### config.mk
export PLATFORM = sky130hd
export DESIGN_NAME = mem_req_arbiter_flat
export DESIGN_NICKNAME = d
export VERILOG_FILES = /design/src/rtl/mem_req_arbiter_pkg.sv /design/src/rtl/mem_req_arbiter_if.sv /design/src/rtl/mem_req_arbiter_wr_post_buf.sv /design/src/rtl/mem_req_arbiter.sv /design/src/flat_wrapper.sv
export SDC_FILE = /design/constraint.sdc
export NUM_CORES = 1
export LEC_CHECK = 0
export BUFFER_PORTS_ARGS = -buffer_cell sky130_fd_sc_hd__buf_4
export CAP_MARGIN = 5
export CORE_AREA = 2 2 213 215
export DETAILED_ROUTE_END_ITERATION = 10
export DIE_AREA = 0 0 215 217
export SLEW_MARGIN = 20
export SYNTH_ARGS = -nofsm -noshare
export SYNTH_HDL_FRONTEND = slang
export SYNTH_SLANG_ARGS = --single-unit
export TNS_END_PERCENT = 1
### constraint.sdc
create_clock -name clk -period 10.8 [get_ports clk]
set_input_delay 2.16 -clock clk [delete_from_list [all_inputs] [get_ports clk]]
set_output_delay 2.16 -clock clk [all_outputs]
set_load 0.01 [all_outputs]
### src/rtl/mem_req_arbiter_pkg.sv
// Shared encodings for mem_req_arbiter: read/write FSM states, access type codes and
// requester IDs. Imported by the interface, the top level and the write buffer.
package mem_req_arbiter_pkg;

  localparam int unsigned AddrW = 32;
  localparam int unsigned DataW = 32;
  localparam int unsigned LineW = 128;

  // Read FSM, one-hot.
  typedef enum logic [2:0] {
    RIdle = 3'b001,
    RReq  = 3'b010,
    RResp = 3'b100
  } rd_state_e;

  typedef enum logic {
    WEmpty = 1'b0,
    WFull  = 1'b1
  } wr_state_e;

  localparam logic [2:0] TypeByte = 3'b000;
  localparam logic [2:0] TypeHalf = 3'b001;
  localparam logic [2:0] TypeWord = 3'b010;
  localparam logic [2:0] TypeLine = 3'b100;

  typedef enum logic {
    ReqI = 1'b0,
    ReqD = 1'b1
  } req_id_e;

endpackage

### src/rtl/mem_req_arbiter_if.sv
// Signal bundle between the I/D caches, the arbiter and the bus bridge.
// modport master: the arbiter (it masters the memory-side channels and serves both caches).
// modport slave : the environment (caches + bridge) that drives the arbiter.
interface mem_req_arbiter_if;
  import mem_req_arbiter_pkg::*;

  logic             i_rd_req, i_rd_rdy, i_ret_valid, i_ret_last;
  logic [2:0]       i_rd_type;
  logic [AddrW-1:0] i_rd_addr;
  logic [DataW-1:0] i_ret_data;

  logic             d_rd_req, d_rd_rdy, d_ret_valid, d_ret_last;
  logic [2:0]       d_rd_type;
  logic [AddrW-1:0] d_rd_addr;
  logic [DataW-1:0] d_ret_data;

  logic             d_wr_req, d_wr_rdy;
  logic [2:0]       d_wr_type;
  logic [AddrW-1:0] d_wr_addr;
  logic [3:0]       d_wr_wstrb;
  logic [LineW-1:0] d_wr_data;

  logic             m_rd_req, m_rd_rdy, m_ret_valid, m_ret_last;
  logic [2:0]       m_rd_type;
  logic [AddrW-1:0] m_rd_addr;
  logic [DataW-1:0] m_ret_data;

  logic             m_wr_req, m_wr_rdy;
  logic [2:0]       m_wr_type;
  logic [AddrW-1:0] m_wr_addr;
  logic [3:0]       m_wr_wstrb;
  logic [LineW-1:0] m_wr_data;

  modport master (
    input  i_rd_req, i_rd_type, i_rd_addr,
    output i_rd_rdy, i_ret_valid, i_ret_last, i_ret_data,
    input  d_rd_req, d_rd_type, d_rd_addr,
    output d_rd_rdy, d_ret_valid, d_ret_last, d_ret_data,
    input  d_wr_req, d_wr_type, d_wr_addr, d_wr_wstrb, d_wr_data,
    output d_wr_rdy,
    output m_rd_req, m_rd_type, m_rd_addr,
    input  m_rd_rdy, m_ret_valid, m_ret_last, m_ret_data,
    output m_wr_req, m_wr_type, m_wr_addr, m_wr_wstrb, m_wr_data,
    input  m_wr_rdy
  );

  modport slave (
    output i_rd_req, i_rd_type, i_rd_addr,
    input  i_rd_rdy, i_ret_valid, i_ret_last, i_ret_data,
    output d_rd_req, d_rd_type, d_rd_addr,
    input  d_rd_rdy, d_ret_valid, d_ret_last, d_ret_data,
    output d_wr_req, d_wr_type, d_wr_addr, d_wr_wstrb, d_wr_data,
    input  d_wr_rdy,
    input  m_rd_req, m_rd_type, m_rd_addr,
    output m_rd_rdy, m_ret_valid, m_ret_last, m_ret_data,
    input  m_wr_req, m_wr_type, m_wr_addr, m_wr_wstrb, m_wr_data,
    output m_wr_rdy
  );

endinterface

### src/rtl/mem_req_arbiter_wr_post_buf.sv
// One-entry posted write buffer for D-cache write-backs plus the read-after-write hazard
// comparator.
// Ports: clk_i/rst_i (sync, active-high); wr_* capture side (wr_rdy_o = buffer empty);
// m_wr_* drain side to memory; i/d_rd_line_i are the read line addresses to compare;
// i/d_haz_o flag a read that hits the buffered, not-yet-accepted line.
module mem_req_arbiter_wr_post_buf
  import mem_req_arbiter_pkg::*;
#(
  parameter int unsigned LineOffW = 4
) (
  input  logic                      clk_i,
  input  logic                      rst_i,
  input  logic                      wr_req_i,
  input  logic [2:0]                wr_type_i,
  input  logic [AddrW-1:0]          wr_addr_i,
  input  logic [3:0]                wr_wstrb_i,
  input  logic [LineW-1:0]          wr_data_i,
  output logic                      wr_rdy_o,
  output logic                      m_wr_req_o,
  output logic [2:0]                m_wr_type_o,
  output logic [AddrW-1:0]          m_wr_addr_o,
  output logic [3:0]                m_wr_wstrb_o,
  output logic [LineW-1:0]          m_wr_data_o,
  input  logic                      m_wr_rdy_i,
  input  logic [AddrW-LineOffW-1:0] i_rd_line_i,
  input  logic [AddrW-LineOffW-1:0] d_rd_line_i,
  output logic                      i_haz_o,
  output logic                      d_haz_o
);

  wr_state_e        state_q, state_d;
  logic [2:0]       type_q, type_d;
  logic [AddrW-1:0] addr_q, addr_d;
  logic [3:0]       wstrb_q, wstrb_d;
  logic [LineW-1:0] data_q, data_d;

  // Capture only when empty and drain only when full, so both never happen in one cycle.
  always_comb begin
    state_d = state_q;
    type_d  = type_q;
    addr_d  = addr_q;
    wstrb_d = wstrb_q;
    data_d  = data_q;
    case (state_q)
      WEmpty: begin
        if (wr_req_i) begin
          type_d  = wr_type_i;
          addr_d  = wr_addr_i;
          wstrb_d = wr_wstrb_i;
          data_d  = wr_data_i;
          state_d = WFull;
        end
      end
      WFull: begin
        if (m_wr_rdy_i) state_d = WEmpty;
      end
      default: state_d = WEmpty;
    endcase
  end

  always_ff @(posedge clk_i) begin
    if (rst_i) state_q <= WEmpty;
    else       state_q <= state_d;
    type_q  <= type_d;
    addr_q  <= addr_d;
    wstrb_q <= wstrb_d;
    data_q  <= data_d;
  end

  assign wr_rdy_o     = (state_q == WEmpty) && !rst_i;
  assign m_wr_req_o   = (state_q == WFull) && !rst_i;
  assign m_wr_type_o  = type_q;
  assign m_wr_addr_o  = addr_q;
  assign m_wr_wstrb_o = wstrb_q;
  assign m_wr_data_o  = data_q;

  assign i_haz_o = (state_q == WFull) && (i_rd_line_i == addr_q[AddrW-1:LineOffW]);
  assign d_haz_o = (state_q == WFull) && (d_rd_line_i == addr_q[AddrW-1:LineOffW]);

endmodule

### src/rtl/mem_req_arbiter.sv
// Shares one memory read channel and one write channel between the I and D caches.
// Reads are serialised with round-robin arbitration (read FSM here); D write-backs are
// posted through a one-entry buffer (mem_req_arbiter_wr_post_buf), and reads hitting the
// buffered line are stalled until the write is accepted.
// Ports: clk, reset (sync, active-high); bus = all cache- and memory-side handshakes.
// Optional MEM_ARB_PERF_EN adds perf_i_grants, perf_d_grants, perf_haz_stall counters.
module mem_req_arbiter
  import mem_req_arbiter_pkg::*;
#(
  parameter int unsigned LineBytes = 16
) (
  input  logic              clk,
  input  logic              reset,
  mem_req_arbiter_if.master bus
`ifdef MEM_ARB_PERF_EN
  ,
  output logic [31:0]       perf_i_grants,
  output logic [31:0]       perf_d_grants,
  output logic [31:0]       perf_haz_stall
`endif
);

  localparam int unsigned LineOffW = $clog2(LineBytes);

  rd_state_e        rd_state_q, rd_state_d;
  req_id_e          last_grant_q, last_grant_d;  // also the owner of the current burst
  logic [2:0]       rd_type_q, rd_type_d;
  logic [AddrW-1:0] rd_addr_q, rd_addr_d;
  logic             i_haz, d_haz, i_cand, d_cand, grant, in_resp;
  req_id_e          winner;

  mem_req_arbiter_wr_post_buf #(
    .LineOffW (LineOffW)
  ) u_wr_post_buf (
    .clk_i        (clk),
    .rst_i        (reset),
    .wr_req_i     (bus.d_wr_req),
    .wr_type_i    (bus.d_wr_type),
    .wr_addr_i    (bus.d_wr_addr),
    .wr_wstrb_i   (bus.d_wr_wstrb),
    .wr_data_i    (bus.d_wr_data),
    .wr_rdy_o     (bus.d_wr_rdy),
    .m_wr_req_o   (bus.m_wr_req),
    .m_wr_type_o  (bus.m_wr_type),
    .m_wr_addr_o  (bus.m_wr_addr),
    .m_wr_wstrb_o (bus.m_wr_wstrb),
    .m_wr_data_o  (bus.m_wr_data),
    .m_wr_rdy_i   (bus.m_wr_rdy),
    .i_rd_line_i  (bus.i_rd_addr[AddrW-1:LineOffW]),
    .d_rd_line_i  (bus.d_rd_addr[AddrW-1:LineOffW]),
    .i_haz_o      (i_haz),
    .d_haz_o      (d_haz)
  );

  always_comb begin
    i_cand       = bus.i_rd_req && !i_haz && !reset;
    d_cand       = bus.d_rd_req && !d_haz && !reset;
    grant        = 1'b0;
    winner       = last_grant_q;
    rd_state_d   = rd_state_q;
    last_grant_d = last_grant_q;
    rd_type_d    = rd_type_q;
    rd_addr_d    = rd_addr_q;
    unique case (rd_state_q)
      RIdle: begin
        // On a tie the requester that was not served last wins.
        if (i_cand && d_cand) winner = (last_grant_q == ReqI) ? ReqD : ReqI;
        else if (i_cand)      winner = ReqI;
        else if (d_cand)      winner = ReqD;
        grant = i_cand || d_cand;
        if (grant) begin
          last_grant_d = winner;
          rd_type_d    = (winner == ReqI) ? bus.i_rd_type : bus.d_rd_type;
          rd_addr_d    = (winner == ReqI) ? bus.i_rd_addr : bus.d_rd_addr;
          rd_state_d   = RReq;
        end
      end
      RReq: begin
        if (bus.m_rd_rdy) rd_state_d = RResp;
      end
      RResp: begin
        if (bus.m_ret_valid && bus.m_ret_last) rd_state_d = RIdle;
      end
      default: rd_state_d = RIdle;
    endcase
  end

  always_ff @(posedge clk) begin
    if (reset) begin
      rd_state_q   <= RIdle;
      last_grant_q <= ReqI;
    end else begin
      rd_state_q   <= rd_state_d;
      last_grant_q <= last_grant_d;
    end
    rd_type_q <= rd_type_d;
    rd_addr_q <= rd_addr_d;
  end

  assign bus.i_rd_rdy  = grant && (winner == ReqI);
  assign bus.d_rd_rdy  = grant && (winner == ReqD);
  assign bus.m_rd_req  = (rd_state_q == RReq) && !reset;
  assign bus.m_rd_type = rd_type_q;
  assign bus.m_rd_addr = rd_addr_q;

  // Beats arriving outside RResp (e.g. the tail of a burst cut short by reset) are dropped.
  assign in_resp         = (rd_state_q == RResp) && !reset;
  assign bus.i_ret_valid = in_resp && (last_grant_q == ReqI) && bus.m_ret_valid;
  assign bus.i_ret_last  = in_resp && (last_grant_q == ReqI) && bus.m_ret_last;
  assign bus.d_ret_valid = in_resp && (last_grant_q == ReqD) && bus.m_ret_valid;
  assign bus.d_ret_last  = in_resp && (last_grant_q == ReqD) && bus.m_ret_last;
  assign bus.i_ret_data  = bus.m_ret_data;
  assign bus.d_ret_data  = bus.m_ret_data;

`ifdef MEM_ARB_PERF_EN
  logic [31:0] perf_i_q, perf_i_d, perf_d_q, perf_d_d, perf_haz_q, perf_haz_d;

  always_comb begin
    perf_i_d   = perf_i_q + 32'(bus.i_rd_rdy);
    perf_d_d   = perf_d_q + 32'(bus.d_rd_rdy);
    perf_haz_d = perf_haz_q + 32'((bus.i_rd_req && i_haz) || (bus.d_rd_req && d_haz));
  end

  always_ff @(posedge clk) begin
    if (reset) begin
      perf_i_q   <= '0;
      perf_d_q   <= '0;
      perf_haz_q <= '0;
    end else begin
      perf_i_q   <= perf_i_d;
      perf_d_q   <= perf_d_d;
      perf_haz_q <= perf_haz_d;
    end
  end

  assign perf_i_grants  = perf_i_q;
  assign perf_d_grants  = perf_d_q;
  assign perf_haz_stall = perf_haz_q;
`endif

endmodule

### src/flat_wrapper.sv
// flat-port wrapper written by rule: the top's interface ports become plain ports
module mem_req_arbiter_flat import mem_req_arbiter_pkg::*;
#(
  parameter int unsigned LineBytes = 16
)
  (clk, reset, bus_i_rd_req, bus_i_rd_type, bus_i_rd_addr, bus_i_rd_rdy, bus_i_ret_valid, bus_i_ret_last, bus_i_ret_data, bus_d_rd_req, bus_d_rd_type, bus_d_rd_addr, bus_d_rd_rdy, bus_d_ret_valid, bus_d_ret_last, bus_d_ret_data, bus_d_wr_req, bus_d_wr_type, bus_d_wr_addr, bus_d_wr_wstrb, bus_d_wr_data, bus_d_wr_rdy, bus_m_rd_req, bus_m_rd_type, bus_m_rd_addr, bus_m_rd_rdy, bus_m_ret_valid, bus_m_ret_last, bus_m_ret_data, bus_m_wr_req, bus_m_wr_type, bus_m_wr_addr, bus_m_wr_wstrb, bus_m_wr_data, bus_m_wr_rdy);
  mem_req_arbiter_if bus_i ();
  input  logic clk;
  input  logic reset;
  input wire logic [$bits(bus_i.i_rd_req)-1:0] bus_i_rd_req;
  input wire logic [$bits(bus_i.i_rd_type)-1:0] bus_i_rd_type;
  input wire logic [$bits(bus_i.i_rd_addr)-1:0] bus_i_rd_addr;
  output wire logic [$bits(bus_i.i_rd_rdy)-1:0] bus_i_rd_rdy;
  output wire logic [$bits(bus_i.i_ret_valid)-1:0] bus_i_ret_valid;
  output wire logic [$bits(bus_i.i_ret_last)-1:0] bus_i_ret_last;
  output wire logic [$bits(bus_i.i_ret_data)-1:0] bus_i_ret_data;
  input wire logic [$bits(bus_i.d_rd_req)-1:0] bus_d_rd_req;
  input wire logic [$bits(bus_i.d_rd_type)-1:0] bus_d_rd_type;
  input wire logic [$bits(bus_i.d_rd_addr)-1:0] bus_d_rd_addr;
  output wire logic [$bits(bus_i.d_rd_rdy)-1:0] bus_d_rd_rdy;
  output wire logic [$bits(bus_i.d_ret_valid)-1:0] bus_d_ret_valid;
  output wire logic [$bits(bus_i.d_ret_last)-1:0] bus_d_ret_last;
  output wire logic [$bits(bus_i.d_ret_data)-1:0] bus_d_ret_data;
  input wire logic [$bits(bus_i.d_wr_req)-1:0] bus_d_wr_req;
  input wire logic [$bits(bus_i.d_wr_type)-1:0] bus_d_wr_type;
  input wire logic [$bits(bus_i.d_wr_addr)-1:0] bus_d_wr_addr;
  input wire logic [$bits(bus_i.d_wr_wstrb)-1:0] bus_d_wr_wstrb;
  input wire logic [$bits(bus_i.d_wr_data)-1:0] bus_d_wr_data;
  output wire logic [$bits(bus_i.d_wr_rdy)-1:0] bus_d_wr_rdy;
  output wire logic [$bits(bus_i.m_rd_req)-1:0] bus_m_rd_req;
  output wire logic [$bits(bus_i.m_rd_type)-1:0] bus_m_rd_type;
  output wire logic [$bits(bus_i.m_rd_addr)-1:0] bus_m_rd_addr;
  input wire logic [$bits(bus_i.m_rd_rdy)-1:0] bus_m_rd_rdy;
  input wire logic [$bits(bus_i.m_ret_valid)-1:0] bus_m_ret_valid;
  input wire logic [$bits(bus_i.m_ret_last)-1:0] bus_m_ret_last;
  input wire logic [$bits(bus_i.m_ret_data)-1:0] bus_m_ret_data;
  output wire logic [$bits(bus_i.m_wr_req)-1:0] bus_m_wr_req;
  output wire logic [$bits(bus_i.m_wr_type)-1:0] bus_m_wr_type;
  output wire logic [$bits(bus_i.m_wr_addr)-1:0] bus_m_wr_addr;
  output wire logic [$bits(bus_i.m_wr_wstrb)-1:0] bus_m_wr_wstrb;
  output wire logic [$bits(bus_i.m_wr_data)-1:0] bus_m_wr_data;
  input wire logic [$bits(bus_i.m_wr_rdy)-1:0] bus_m_wr_rdy;
  assign bus_i.i_rd_req = bus_i_rd_req;
  assign bus_i.i_rd_type = bus_i_rd_type;
  assign bus_i.i_rd_addr = bus_i_rd_addr;
  assign bus_i_rd_rdy = bus_i.i_rd_rdy;
  assign bus_i_ret_valid = bus_i.i_ret_valid;
  assign bus_i_ret_last = bus_i.i_ret_last;
  assign bus_i_ret_data = bus_i.i_ret_data;
  assign bus_i.d_rd_req = bus_d_rd_req;
  assign bus_i.d_rd_type = bus_d_rd_type;
  assign bus_i.d_rd_addr = bus_d_rd_addr;
  assign bus_d_rd_rdy = bus_i.d_rd_rdy;
  assign bus_d_ret_valid = bus_i.d_ret_valid;
  assign bus_d_ret_last = bus_i.d_ret_last;
  assign bus_d_ret_data = bus_i.d_ret_data;
  assign bus_i.d_wr_req = bus_d_wr_req;
  assign bus_i.d_wr_type = bus_d_wr_type;
  assign bus_i.d_wr_addr = bus_d_wr_addr;
  assign bus_i.d_wr_wstrb = bus_d_wr_wstrb;
  assign bus_i.d_wr_data = bus_d_wr_data;
  assign bus_d_wr_rdy = bus_i.d_wr_rdy;
  assign bus_m_rd_req = bus_i.m_rd_req;
  assign bus_m_rd_type = bus_i.m_rd_type;
  assign bus_m_rd_addr = bus_i.m_rd_addr;
  assign bus_i.m_rd_rdy = bus_m_rd_rdy;
  assign bus_i.m_ret_valid = bus_m_ret_valid;
  assign bus_i.m_ret_last = bus_m_ret_last;
  assign bus_i.m_ret_data = bus_m_ret_data;
  assign bus_m_wr_req = bus_i.m_wr_req;
  assign bus_m_wr_type = bus_i.m_wr_type;
  assign bus_m_wr_addr = bus_i.m_wr_addr;
  assign bus_m_wr_wstrb = bus_i.m_wr_wstrb;
  assign bus_m_wr_data = bus_i.m_wr_data;
  assign bus_i.m_wr_rdy = bus_m_wr_rdy;
  mem_req_arbiter #(.LineBytes(LineBytes)) u_core (.clk(clk), .reset(reset), .bus(bus_i));
endmodule
### Word level (Yosys, flattened, before mapping)

Index checks and enable logic that the tools add are counted.

| word-level totals | value |
|---|---|
| input bits | 278 |
| bits in registers | 207 |

| operators by class | value |
|---|---|
| bitwise gates (word level) | 3 |
| reductions and logical operators | 27 |
| multiplexer cells | 16 |
| eq/ne operators | 8 |

Operator list:

| kind | count |
|---|---|
| $eq 28x28->1 | 2 |
| $mux 32 | 1 |
| $logic_and 1x1->1 | 20 |
| $mux 3 | 4 |
| $mux 1 | 9 |
| $pmux 3 s3 | 1 |
| $ne 2x1->1 const B | 2 |
| $reduce_and 2->1 | 2 |
| $eq 3x1->1 const B | 1 |
| $eq 3x2->1 const B | 1 |
| $eq 3x3->1 const B | 1 |
| $logic_not 1->1 | 3 |
| $not 1->1 | 3 |
| $reduce_and 3->1 | 1 |
| $ne 2x2->1 const B | 1 |
| $pmux 1 s2 | 1 |
| $logic_or 1x1->1 | 1 |

### Depth between registers and ports, before layout

Gate-level depths: netlist of the first run.

| logic depth | value |
|---|---|
| depth after elaboration | 12 |
| gate-level depth with buffers | 8 |
| mapped depth without buffers | 6 |

### By module

Synthesis of the first run repeated with hierarchy kept, for this count alone.

| second synthesis, totals | value |
|---|---|
| cell total of the unflattened synthesis | 428 |
| area total of the unflattened synthesis | 7961.4 um^2 |

Modules (own cells, without submodules):

| module | cells an instance | area an instance (um^2) | times used | sequential area each (um^2) |
|---|---|---|---|---|
| mem_req_arbiter_wr_post_buf | 249 | 5685.5 | 1 | 5034.8 |
| mem_req_arbiter | 179 | 2275.9 | 1 | 1131.1 |

### Least setup slack after synthesis of the first run

OpenSTA, ideal clock, no wires.

| timing path | value |
|---|---|
| path type | input to register |
| start | input port bus_d_wr_req |
| end | register u_core.u_wr_post_buf.addr_q[0], in the netlist u_core.u_wr_post_buf.m_wr_addr_o[0] (enable) |
| buffers on the path | 0 |
| arrival time | 9.374 ns |
| library setup time | 0.715 ns |
| cell stages on the path | 1 |
| path slack | 0.711 ns |
| path through | nor2b_1 |

| between the ends | value |
|---|---|
| longest elaborated chain between the ends | 1 |

Ends and longest elaborated chain:

| what | RTL line | RTL |
|---|---|---|
| start, declared | flat_wrapper.sv:24 | `input wire logic [$bits(bus_i.d_wr_req)-1:0] bus_d_wr_req;` |
| $reduce_and 2->1 (no line) | - |  |
| end signal, assigned | mem_req_arbiter_wr_post_buf.sv:65 | `addr_q <= addr_d;` |
| end, declared | mem_req_arbiter_wr_post_buf.sv:33 | `logic [AddrW-1:0] addr_q, addr_d;` |

Every way passes these cells.
A chain may end at the register's enable or synchronous reset.

### Final worst setup path of the first run

| timing path | value |
|---|---|
| start | input port bus_d_rd_addr[7] |
| end | output port bus_i_rd_rdy |

| between the ends | value |
|---|---|
| longest elaborated chain between the ends | 12 |

Ends and longest elaborated chain:

| what | RTL line | RTL |
|---|---|---|
| start, declared | flat_wrapper.sv:19 | `input wire logic [$bits(bus_i.d_rd_addr)-1:0] bus_d_rd_addr;` |
| $eq 28x28->1 * | mem_req_arbiter_wr_post_buf.sv:78 | `assign d_haz_o = (state_q == WFull) && (d_rd_line_i == addr_q[AddrW-1:LineOffW]);` |
| $logic_and 1x1->1 * | mem_req_arbiter_wr_post_buf.sv:78 |  |
| $logic_not 1->1 * | mem_req_arbiter.sv:57 | `d_cand = bus.d_rd_req && !d_haz && !reset;` |
| $logic_and 1x1->1 * (2 in series) | mem_req_arbiter.sv:57 |  |
| $mux 1 | mem_req_arbiter.sv:69 | `else if (d_cand) winner = ReqD;` |
| $mux 1 | mem_req_arbiter.sv:68 | `else if (i_cand) winner = ReqI;` |
| $mux 1 | mem_req_arbiter.sv:67 | `if (i_cand && d_cand) winner = (last_grant_q == ReqI) ? ReqD : ReqI;` |
| $mux 1 (2 in series) | mem_req_arbiter.sv:64 | `unique case (rd_state_q)` |
| $not 1->1 | mem_req_arbiter.sv:100 | `assign bus.i_rd_rdy = grant && (winner == ReqI);` |
| $logic_and 1x1->1 * | mem_req_arbiter.sv:100 |  |
| end, declared | flat_wrapper.sv:13 | `output wire logic [$bits(bus_i.i_rd_rdy)-1:0] bus_i_rd_rdy;` |

Mark *: on every way between the ends. The rest lies on a longest branch, timed or not. The select of a mux whose other input is x is not followed.

==> metrics.md, run 1 <==
| Metric | Value |
|---|---|
| Synth area leaders | edfxtp_1 75%, buf_4 6.0%, mux2_4 5.5% |
| Bufs and invs on worst path | 2 |
| Critical path class | in -> out |
| DRT iter0 DRCs | 187 |
| Starting density of the core | 18.2% |
| Setup Viol. Count Final | 0 |
| Final cell count without fillers | 1,472 |
| CTS Sinks | 207 |
| Vias in the first global route | approximately 5,700 |
| Leading cell type in the layout, fill and taps excluded | buf_4 |
| CP max stage cell | nor4_1 |
| First-pass detailed-route iteration total | 4 |
| Syn_nets | 710 |
| Commonest cells after routing, fill and taps aside | 458 x buf_4, 202 x edfxtp_1, 45 x xnor2_1 |
| CP top delay family | simple AND/OR/NAND/NOR gates |
| Area Overhead vs Synth | 56.1% |
| Mapped Cells | 432 |
| Hold Fails Final Rpt | 0 |
| Clk pin slew, worst setup/hold paths | roughly 0.060 ns |
| Die Height | between 200 and 250 um |
| Routed wire length | 33.0 mm |
| Syn Area/Cell | around 19 um^2 |
| Vias/cell | 3.69 |
| Endpoint class of the critical path | output pin |
| DIE AREA | roughly 47,000 um^2 |
| Via count | 5,429 |
| PnR worst setup slack | roughly 4.4 ns |
| Synth area leader | edfxtp_1 |
| CP Launch Type | input port |
| CTS buffer count | 26 |
| Max Fclk | 0.157 GHz |
| Synth top area share | 74.7% |
| Max_cap viols | 0 |
| Ratio of cells with drive above 1 in the final layout | 62.1% |
| RSZ-0062 raised after global routing | false |
| Max incr delay on CP | around 0.85 ns |
| Placed Instances | 1,422 |
| Hold Crit Class | reg -> reg |
| Cts repair resizes | 0 |
| Rel. slew slack | 34.9% |
| WP data arrival | 4.22 ns |
| Dpl hpwl | 27.3 mm |
| Core area | 44,700 um^2 |
| WL per Instance | 22.4 um |
| Leak | 5.18 nW |
| Mapped Area | 8120 um^2 |
| Residual DRC count | 0 |
| Max-slew violation count | 0 |
| Clock Latency Late Sink | ~0.56 ns |
| Synth warn | 0 |
| First-pass GRT wire length | 44.4 mm |
| Antenna viol nets, final | 0 |
| CTS tree | yes |
| Max clock buf depth | 3 |
| Post-CTS Setup Repair Bufs | 0 |
| # port buffers | 456 |
| Fin crit share | 59.1% |
| Cell Rows | 78 |
| Yosys reg bits | 207 |
| Pre-CTS WS | around 4.3 ns |
| Num ports | 553 |
| Outcome | finished, final reports clean |
| Yosys cell types | 37 |
| GR Overflow Total | 0 |
| GP Congestion | 0.933 |
| GRT Overall Usage | 13.7% |
| Fin util | about 28% |
| Nets@finish | 1,128 |
| H-tree Lvls | 1 |
| Worst EP required | 8.64 ns |
| Tmin final | between 6 and 7 ns |
| Crit path top cell by count | buf_4 |
| Sequential share of the synthesized area | 75.9% |
| Clock skew | 0.0212 ns |
| Root Driver | clkbuf_16 |
| Worst Path Max Fanout | 6 |
| Fill cells | 4,608 |
| Max VDD drop | 0.160 mV |
| Pwr Density | 177 nW/um^2 |
| Hold_buf cts | 0 |
| Worst Tran Pin Value | 0.977 ns |
| Cell Chain, Critical Path | buf_4 -> xnor2_1 -> nand4_1 -> nor4_1 -> a211o_2 -> nor2_1 -> nor3_1 -> buf_4 |
| Die W | about 220 um |
| Initial antenna violation count | 12 |
| Final TNS setup | 0 ns |
| Largest net degree at the start of global routing | roughly 150 |
-- layout make-up --
cell class | count | area (um^2) | area share (%)
sequential | 207 | 6170 | 48.6
timing repair buffer | 459 | 3460 | 27.3
multi-input combinational | 148 | 1390 | 10.9
tap | 600 | 751 | 5.92
clock buffer | 32 | 673 | 5.31
clock inverter | 14 | 208 | 1.64
inverter | 8 | 30.0 | 0.237
antenna | 4 | 10.0 | 0.0789
-- synth_stat cells --
cell      instances
o221ai_1          1
nor2b_1           2
o21a_1            1
o22ai_1           1
nand4_1           9
a31oi_1           1
nor4b_1           2
mux2_4           30
nand3_1           2
xnor2_1          45
nand3_2           1
nor4_1            3
nor4b_4           1
buf_12            3
dfxtp_1           5
or2b_1            1
inv_1             8
a211o_1           1
buf_6             1
nand2_1           2
a21oi_1           6
nor4_2            1
buf_4            65
a41oi_1           1
xor2_1            8
or3_1             1
a21o_1            1
a31o_2            1
mux2_2            5
nor2_1            8
a22o_1            2
and3_1            4
a211oi_1          2
edfxtp_1        202
a211o_2           1
nor3_1            3
and4_1            1
-- per-layer routing --
| metal | part of all wire [%] | GRT usage (%) | vias up |
|---|---|---|---|
| li1 | - | - | 2402 |
| met1 | 32 | 12.9 | 2590 |
| met2 | 52 | 25.2 | 347 |
| met3 | 12 | 6.72 | 82 |
| met4 | 4.0 | 5.54 | 8 |
| met5 | 0.16 | 0 | - |
-- cells by family after synthesis --
group | after synthesis | share of synthesized area [%]
xor+xnor | 53 | 5.71
compound gates | 19 | 1.66
simple gates | 41 | 3.22
flops | 207 | 75.9
mux | 35 | 6.24
buf+inv | 77 | 7.26
-- metrics by stage --
stage	hold slack, ns	total power, W	instance area (um^2)
after detailed placement	0.515	0.00138	11800
after global placement	0.513	0.00137	11800
after floorplan	0.486	0.00119	8120
after CTS	0.525	0.00228	12700
after global routing	0.577	0.00233	12700
final	0.523	0.00224	12700
-- where the power goes --
group / internal [W] / switching [W]
Combinational: 0.000181 / 0.000169
Clock: 0.000542 / 0.000349
Sequential: 0.000968 / 0.0000302
Total: 0.00169 / 0.000549
-- worst register-to-register path: cells and delay by family, from the launching register on --
family          cells  cell delay [ns]
buf+inv             1             0.50
simple gates        2             1.04
flops               1             0.50
compound gates      2             0.93
xor+xnor            1             0.19
mux                 1             0.42
-- registers in the layout, indices dropped and copies added (netlist names) --
signal,count
u_core.u_wr_post_buf.m_wr_data_o,128
u_core.bus.m_rd_addr,32
u_core.u_wr_post_buf.m_wr_addr_o,32
u_core.u_wr_post_buf.m_wr_wstrb_o,4
u_core.bus.m_rd_type,3
u_core.rd_state_q,3
u_core.u_wr_post_buf.m_wr_type_o,3
u_core.last_grant_q,1
u_core.u_wr_post_buf.state_q,1
-- worst paths after layout --
path         cells after the start  slack (ns)                           endpoint                                           start
max                              8        4.42                       bus_i_rd_rdy                                bus_d_rd_addr[7]
min                              1        0.52  u_core.rd_state_q[2]$_SDFFE_PP0P_               u_core.rd_state_q[0]$_SDFFE_PP1P_
max reg2reg                      7        6.95  u_core.bus.m_rd_type[2]$_DFFE_PP_  u_core.u_wr_post_buf.m_wr_addr_o[13]$_DFFE_PP_
min reg2reg                      1        0.52  u_core.rd_state_q[2]$_SDFFE_PP0P_               u_core.rd_state_q[0]$_SDFFE_PP1P_
(Power assumes the default switching activity.)
==> run 2, diff against run 1 <==
==> constraint.sdc (replaced) <==
create_clock -name clk -period 6.64 [get_ports clk]
set_input_delay 1.328 -clock clk [delete_from_list [all_inputs] [get_ports clk]]
set_output_delay 1.328 -clock clk [all_outputs]
set_load 0.01 [all_outputs]
==> run 2 against run 1 <==
Flip-flop and latch count unchanged. Largest cell class unchanged. Clock skew rose by 0.0039 ns. Non-clock buffer count is the same. Register-to-register slack got worse by 4.1 ns. Critical path type unchanged. Global-route usage decreased by 0.55 points. Clock-buffer cell count increased by 1. Setup slack got worse by 2.5 ns. Combinational power grew 61%.
==> metrics.md, run 2 (synthesized netlist as in run 1, its figures left out) <==
| Metric | Value |
|---|---|
| Reg-to-Reg End | u_core.bus.m_rd_addr[25]$_DFFE_PP_ |
| Max_cap viols | 0 |
| Initial antenna violation count | 14 |
| Max-slew violation count | 0 |
| WL per Instance | ~22 um |
| Die Height | approximately 220 um |
| Pwr Density | about 280 nW/um^2 |
| First-pass detailed-route iteration total | 4 |
| GRT Overall Usage | 13.1% |
| Via count | 5,379 |
| M1 wire length | ~9.7 mm |
| Hold Crit Class | reg -> reg |
| # port buffers | 456 |
| Setup Viol. Count Final | 0 |
| Worst Path Max Fanout | 6 |
| Reg2reg start | u_core.u_wr_post_buf.m_wr_addr_o[13]$_DFFE_PP_ |
| First-pass GRT wire length | between 40 and 50 mm |
| Dpl hpwl | 25.9 mm |
| Outcome | finished, final reports clean |
| Antenna viol nets, final | 0 |
| Area Overhead vs Synth | 55.3% |
| Endpoint class of the critical path | output pin |
| H-tree Lvls | 1 |
| Vias in the first global route | between 5,000 and 6,000 |
| Nets@finish | between 1,000 and 1,500 |
| Core area | 44,700 um^2 |
| RSZ-0062 raised after global routing | false |
| Starting density of the core | 18.2% |
| Met3 WL | 4.11 mm |
| GR Overflow Total | 0 |
| Cell Chain, Critical Path | buf_4 -> xnor2_1 -> nand4_1 -> nor4_1 -> a211o_2 -> nor2_1 -> nor3_1 -> buf_4 |
| CP max stage cell | nor4_1 |
| Hold_buf cts | 0 |
| GP Congestion | approximately 0.87 |
| Leading cell type in the layout, fill and taps excluded | buf_4 |
| Max reg flops | approximately 130 |
| Wire length on met2 | 16.6 mm |
| Num ports | 553 |
| Commonest cells after routing, fill and taps aside | 458 x buf_4, 202 x edfxtp_1, 45 x xnor2_1 |
| Root Driver | clkbuf_16 |
| Max Fclk | 0.214 GHz |
| Clk pin slew, worst setup/hold paths | 0.05 ns |
| Max incr delay on CP | 0.72 ns |
| DIE AREA | 46,700 um^2 |
| Vias/cell | 3.65 |
| Area after DPL | 11,800 um^2 |
| DRT iter0 DRCs | 212 |
| Ratio of cells with drive above 1 in the final layout | 61.9% |
| Residual DRC count | 0 |
| Max VDD drop | 0.194 mV |
| Crit path top cell by count | buf_4 |
| Tmin final | 4.68 ns |
| Cts repair resizes | 0 |
| Critical path class | in -> out |
| WP data arrival | ~3.4 ns |
| Pre-CTS WS | 1.73 ns |
| Final TNS setup | 0 ns |
| Cell Rows | 78 |
| Routed wire length | 32.0 mm |
| Worst Tran Pin Value | 1.17 ns |
| Fin crit share | 70.5% |
| Hold slack final | 0.533 ns |
| R2R depth | 7 |
| R2R Setup Slk | between 2 and 3 ns |
| PnR worst setup slack | 1.96 ns |
| Leak | 5.15 nW |
| CTS tree | yes |
| CP endpoint | bus_i_rd_rdy |
| Rel. slew slack | about 22% |
| Worst EP required | around 5.3 ns |
| Die W | between 200 and 250 um |
| Largest net degree at the start of global routing | 156 |
| Post-CTS Setup Repair Bufs | 0 |
| Final Power | around 0.0035 W |
| Clock Latency Late Sink | roughly 0.57 ns |
| Top layer in use | met5 |
| CP Launch Type | input port |
| Hold Fails Final Rpt | 0 |
| CTS Sinks | 207 |
| Clock skew | 0.0251 ns |
| CTS buffer count | 26 |
| Crit path from | bus_d_rd_addr[13] |
| Finished Cell Area | 12,600 um^2 |
| Max clock buf depth | 3 |
==> run 2: cell types whose count changed in the layout (fill, tap and decap cells not counted) <==
| cell | previous run | this run |
|---|---|---|
| bufinv_16 | 4 | 1 |
| clkbuf_1 | 6 | 7 |
| clkinv_1 | 3 | 4 |
| clkinv_2 | 2 | 3 |
| clkinv_4 | 2 | 3 |
| diode_2 | 4 | 7 |
| inv_8 | 1 | 0 |
==> run 2: final cells by class <==
class	instances	area (um^2)
multi-input cells	148	1390
clock buffers	33	677
repair buffers	459	3460
fillers	4568	32100
diodes	7	17.5
flip-flops and latches	207	6170
well taps	600	751
clock inverters	13	124
inverters	8	30.0
==> run 2: metal layers <==
layer | global-route usage, % | vias to the layer above
met3 | 7.39 | 86
met1 | 11.7 | 2528
li1 | - | 2408
met2 | 23.8 | 343
met5 | 0 | -
met4 | 6.28 | 14
==> run 2: worst min-delay path by stage <==
stage / from / to / slack (ns) / depth (start not counted)
after floorplan: u_core.rd_state_q[0]$_SDFFE_PP1P_ / u_core.rd_state_q[2]$_SDFFE_PP0P_ / 0.49 / 1
after global placement: u_core.rd_state_q[0]$_SDFFE_PP1P_ / u_core.rd_state_q[2]$_SDFFE_PP0P_ / 0.51 / 1
after detailed placement: u_core.rd_state_q[0]$_SDFFE_PP1P_ / u_core.rd_state_q[2]$_SDFFE_PP0P_ / 0.53 / 1
after CTS: u_core.rd_state_q[0]$_SDFFE_PP1P_ / u_core.rd_state_q[2]$_SDFFE_PP0P_ / 0.52 / 1
after global routing: u_core.rd_state_q[0]$_SDFFE_PP1P_ / u_core.rd_state_q[2]$_SDFFE_PP0P_ / 0.55 / 1
final: u_core.rd_state_q[0]$_SDFFE_PP1P_ / u_core.rd_state_q[2]$_SDFFE_PP0P_ / 0.53 / 1
==> run 2: through the flow <==
| step | util (%) | cells |
|---|---|---|
| 3_3_place_gp | 26.4 | 1422 |
| 6_report | 28.2 | 1475 |
| 4_1_cts | 28.2 | 1468 |
| 2_1_floorplan | - | 432 |
| 3_5_place_dp | 26.4 | 1422 |
| 5_1_grt | 28.2 | 1473 |
==> run 2: worst max-delay path: cells and delay by family <==
family / cells / cell delay (ns)
buffers and inverters: 2 / 0.28
AND/OR/NAND/NOR: 4 / 1.19
XOR/XNOR: 1 / 0.23
AO/OA/AOI/OAI: 1 / 0.32
==> run 2: where the power goes <==
| part | switching [W] | leakage (nW) | internal, W |
|---|---|---|---|
| Combinational | 0.000269 | 2.80 | 0.000294 |
| Sequential | 0.0000512 | 1.97 | 0.00158 |
| Clock | 0.000585 | 0.385 | 0.000763 |
| Total | 0.000905 | 5.15 | 0.00263 |
